## config.mk

```make
export PLATFORM = sky130hd
export DESIGN_NAME = btn_led_ctrl
export DESIGN_NICKNAME = d
export VERILOG_FILES = /design/src/rtl/btn_led_ctrl.sv
export SDC_FILE = /design/constraint.sdc
export NUM_CORES = 1
export LEC_CHECK = 0
export BUFFER_PORTS_ARGS = -buffer_cell sky130_fd_sc_hd__buf_2
export CELL_PAD_IN_SITES_DETAIL_PLACEMENT = 0
export CELL_PAD_IN_SITES_GLOBAL_PLACEMENT = 1
export CORE_UTILIZATION = 35
export CTS_CLUSTER_SIZE = 40
export DETAILED_ROUTE_END_ITERATION = 10
export PLACE_DENSITY_LB_ADDON = 0.1
export SYNTH_ARGS = -nofsm -noshare
export SYNTH_HDL_FRONTEND = slang
export SYNTH_SLANG_ARGS = --single-unit
export TNS_END_PERCENT = 30
```

## constraint.sdc

```tcl
create_clock -name clk -period 6.02 [get_ports clk]
set_clock_uncertainty 0.05 [all_clocks]
set_input_delay 1.204 -clock clk [delete_from_list [all_inputs] [get_ports clk]]
set_output_delay 1.204 -clock clk [all_outputs]
set_load 0.005 [all_outputs]
```

## src/rtl/btn_led_ctrl.sv

```systemverilog
// Two-button LED controller: synchronised, debounced CTRL/MODE buttons drive
// four LED modes (FOLLOW, TOGGLE, COUNT, CHASE) selected by MODE presses.
module btn_led_ctrl #(
    parameter int unsigned NUM_LEDS        = 16,
    parameter int unsigned DEBOUNCE_CYCLES = 1_000_000
) (
    input  logic                clk,
    input  logic                rst_n,
    input  logic                BTN_CTRL,
    input  logic                BTN_MODE,
    output logic [NUM_LEDS-1:0] LED,
    output logic [1:0]          MODE
);

    localparam int unsigned CntW = (DEBOUNCE_CYCLES > 1) ? $clog2(DEBOUNCE_CYCLES) : 1;
    localparam logic [CntW-1:0] CntLast = CntW'(DEBOUNCE_CYCLES - 1);
    localparam int unsigned BtnCtrl = 0;
    localparam int unsigned BtnMode = 1;

    typedef enum logic [1:0] {
        ModeFollow = 2'd0,
        ModeToggle = 2'd1,
        ModeCount  = 2'd2,
        ModeChase  = 2'd3
    } mode_e;

    logic [1:0]          btn_raw;
    logic [1:0]          sync1_q, sync2_q;
    logic [1:0]          deb_q, deb_d;
    logic [1:0]          press_q, press_d;
    logic [CntW-1:0]     cnt_q [2];
    logic [CntW-1:0]     cnt_d [2];
    mode_e               mode_q, mode_d;
    logic [NUM_LEDS-1:0] led_q, led_d;

    assign btn_raw = {BTN_MODE, BTN_CTRL};

    always_ff @(posedge clk or negedge rst_n) begin
        if (!rst_n) begin
            sync1_q  <= '0;
            sync2_q  <= '0;
            deb_q    <= '0;
            press_q  <= '0;
            cnt_q[0] <= '0;
            cnt_q[1] <= '0;
        end else begin
            sync1_q  <= btn_raw;
            sync2_q  <= sync1_q;
            deb_q    <= deb_d;
            press_q  <= press_d;
            cnt_q[0] <= cnt_d[0];
            cnt_q[1] <= cnt_d[1];
        end
    end

    // The debounced level flips on the edge the count would reach DEBOUNCE_CYCLES;
    // a press pulse is raised on that same edge only for a 0->1 flip.
    always_comb begin
        for (int i = 0; i < 2; i++) begin
            cnt_d[i]   = cnt_q[i];
            deb_d[i]   = deb_q[i];
            press_d[i] = 1'b0;
            if (sync2_q[i] == deb_q[i]) begin
                cnt_d[i] = '0;
            end else if (cnt_q[i] == CntLast) begin
                cnt_d[i]   = '0;
                deb_d[i]   = ~deb_q[i];
                press_d[i] = ~deb_q[i];
            end else begin
                cnt_d[i] = cnt_q[i] + CntW'(1);
            end
        end
    end

    always_ff @(posedge clk or negedge rst_n) begin
        if (!rst_n) begin
            mode_q <= ModeFollow;
            led_q  <= '0;
        end else begin
            mode_q <= mode_d;
            led_q  <= led_d;
        end
    end

    // A MODE press takes priority and swallows a coincident CTRL press.
    always_comb begin
        mode_d = mode_q;
        led_d  = led_q;
        if (press_q[BtnMode]) begin
            unique case (mode_q)
                ModeFollow: mode_d = ModeToggle;
                ModeToggle: mode_d = ModeCount;
                ModeCount:  mode_d = ModeChase;
                ModeChase:  mode_d = ModeFollow;
            endcase
            unique case (mode_d)
                ModeFollow: led_d = {NUM_LEDS{deb_q[BtnCtrl]}};
                ModeToggle: led_d = '0;
                ModeCount:  led_d = '0;
                ModeChase:  led_d = NUM_LEDS'(1);
            endcase
        end else begin
            unique case (mode_q)
                ModeFollow: led_d = {NUM_LEDS{deb_q[BtnCtrl]}};
                ModeToggle: if (press_q[BtnCtrl]) led_d = ~led_q;
                ModeCount:  if (press_q[BtnCtrl]) led_d = led_q + NUM_LEDS'(1);
                ModeChase: begin
                    if (press_q[BtnCtrl]) led_d = {led_q[NUM_LEDS-2:0], led_q[NUM_LEDS-1]};
                end
            endcase
        end
    end

    assign LED  = led_q;
    assign MODE = mode_q;

endmodule

```

==> reports/metrics.yaml <==
status: "completed"
die_area_mm2: 0.0112
min_period_ps: 2480
power_density_mw_per_mm2: 205
netlist_area_mm2: 0.00377
vdd_ir_drop_max_v: 0.0000863
globalRoute.totalOverflow: 0
vias: 3292
clk_pin_slew_ps: 80
timing.final.crit_share_pct: 41.2
cts-resized-gates: 0
gp_congestion: 0.769
maxCapViolCount: 0
synth_area_leaders: "dfrtp_1, a21oi_1, nor2_1, o21ai_0, nand3_1"
postSynth.asyncResetShare_pct: 100
antenna_found_initial: 0
p_leak_nw: 1.72
endpoint_kind: "register"
dr.pass1.iters: 5
fmax_mhz: 403
cts_setup_buffers: 0
synth_top_family_by_area: "simple AND/OR/NAND/NOR gates"
die_w_um: 106
hold_class: "register to register"
finalSetupViolCount: 0
drt_iter0_drc: 161
cp.arrival_ps: 2710
rsz0062_at_grt: "false"
grt_usage_pct: 18.1
synth_cells: 413
slew_violations: 0
core_area_mm2: 0.0104
yosys_warnings: 0
required_ps: 6250
start_util_pct: 36.3
dp_worst_setup_slack_ps: 3590
clockRootBuffer: "clkbuf_8"
worst_skew_pair.late_latency_ps: 350
syn_to_final_growth_pct: 10.8
synthDominantCellAreaShare_pct: 43.9
vias_per_cell: 5.79
synth-adder-area-share_pct: 2.66
cp_max_fo: 17
finalHoldViolations: 0
grt_pass1_wl_um: 15900
diodes: 0
nets: 440
std_cell_rows: 37
crit_path_start_kind: "register"
synth-simple-area-share_pct: 25.2
syn_area_per_cell_um2: 9.12
n_fill_cell: 1091
grt_start_max_net_pins: 67
wl_per_cell_um: 16.6
hold_buffers: 0
fin_setup_tns_ps: 0
muxShareOfSynthArea_pct: 0.598
grt_pass1_vias: 3175
dp_hpwl_um: 6330
synth_compound_area_share_pct: 18.9
ys_seq_area_share_pct: 43.9
synth_area_leader_cell: "dfrtp_1"
die_h_um: 106
yosys_register_bits: 66
max_slew_margin_pct: 40.3
ioPinCount: 22
path_class: "register to register"
cts_tree: "yes"
drive_gt1_share_pct: 11.3
ys.flop_type: "dfrtp_1"
cts_max_level: 3
cts_buffers: 9
p_total_uw: 856
synth.distinct_cells: 50
port_buffers: 21
drc: 0
layout_commonest_cell: "dfrtp_1"
synth_edf_count: 0
synth_fp_nets: 425
postLayoutSetupSlackWorst_ps: 3540
synth_xor_area_share_pct: 5.35
layout_common_cells: "dfrtp_1, nor2_1, a21oi_1, nand2_1, o21ai_0"
cts.sinks: 66
drt-total-wl_um: 9420
clockBufferDepth: 2
ant_nets: 0
worst_pin_slew_ps: 896
[path summary, 6_finish.rpt]
check | start | to | slack (ps) | cells past startpoint
worst max-delay path | MODE[0] | LED[5] | 3540 | 5
worst min register to register | sync1_q[0] | sync2_q[0] | 340 | 0
worst min-delay path | sync1_q[0] | sync2_q[0] | 340 | 0
worst max register to register | MODE[0] | LED[5] | 3540 | 5
max in group asynchronous | rst_n | cnt_q[26] | 4350 | 2
min in group asynchronous | rst_n | LED[6] | 960 | 2
[cell families after synthesis]
group | Yosys count
simple gates | 175
buf+inv | 31
fa+ha+maj | 8
mux | 2
xor+xnor | 23
compound gates | 108
flops | 66
[critical path: stages (launching register included)]
cell      delay, ps
dfrtp_1         420
ha_1            580
nor3_1          210
o221ai_1        740
o21ai_0         200
a31oi_1         190
[flip-flops by register name, indices dropped and copies added (netlist names)]
signal	count
LED	16
MODE	2
cnt_q	40
deb_q	2
press_q	2
sync1_q	2
sync2_q	2
[cell usage after synthesis, types with 3 or more instances]
library cell / number
dfrtp_1: 66
nor2_1: 35
a21oi_1: 29
nand2_1: 28
o21ai_0: 25
nand3_1: 24
clkbuf_1: 15
or3_1: 13
and3_1: 12
nor4_1: 12
xor2_1: 12
nand4_1: 11
xnor2_1: 11
inv_1: 10
a31oi_1: 9
or4_1: 9
ha_1: 8
a2bb2oi_1: 6
nor3_1: 6
o31ai_1: 6
o211a_1: 5
o211ai_1: 5
a211oi_1: 4
a221oi_1: 4
nand2b_1: 4
nor4b_1: 4
and2_1: 3
buf_2: 3
[area by class of cell]
type                       count  area (um^2)  area share (%)
multi-input combinational    316         1990            47.6
sequential                    66         1650            39.6
tap                          136          170            4.08
clock buffer                  10          128            3.06
timing repair buffer          24          128            3.06
clock inverter                 6         67.6            1.62
inverter                      11         41.3           0.990
[where the power goes]
group          switching, mW  internal (mW)
combinational         0.0169        0.00614
sequential           0.00458          0.448
clock                  0.189          0.192
total                  0.210          0.646
[layer usage]
layer	vias up	track usage, %	part of all wire, %
li1	1581	-	-
met1	1612	23.5	46
met2	83	29.0	48
met3	16	3.65	4.0
met4	0	8.33	2.0
met5	-	0	0
[metrics by stage]
stage               cell area (um^2)  utilization [%]  hold WS (ps)  instances
floorplan                       3770                -           281        413
global placement                3980             38.4           317        553
detailed placement              3980             38.4           316        553
CTS                             4170             40.2           336        569
global route                    4170             40.2           350        569
finish                          4170             40.2           342        569
Power figures use the tool's default switching activity.
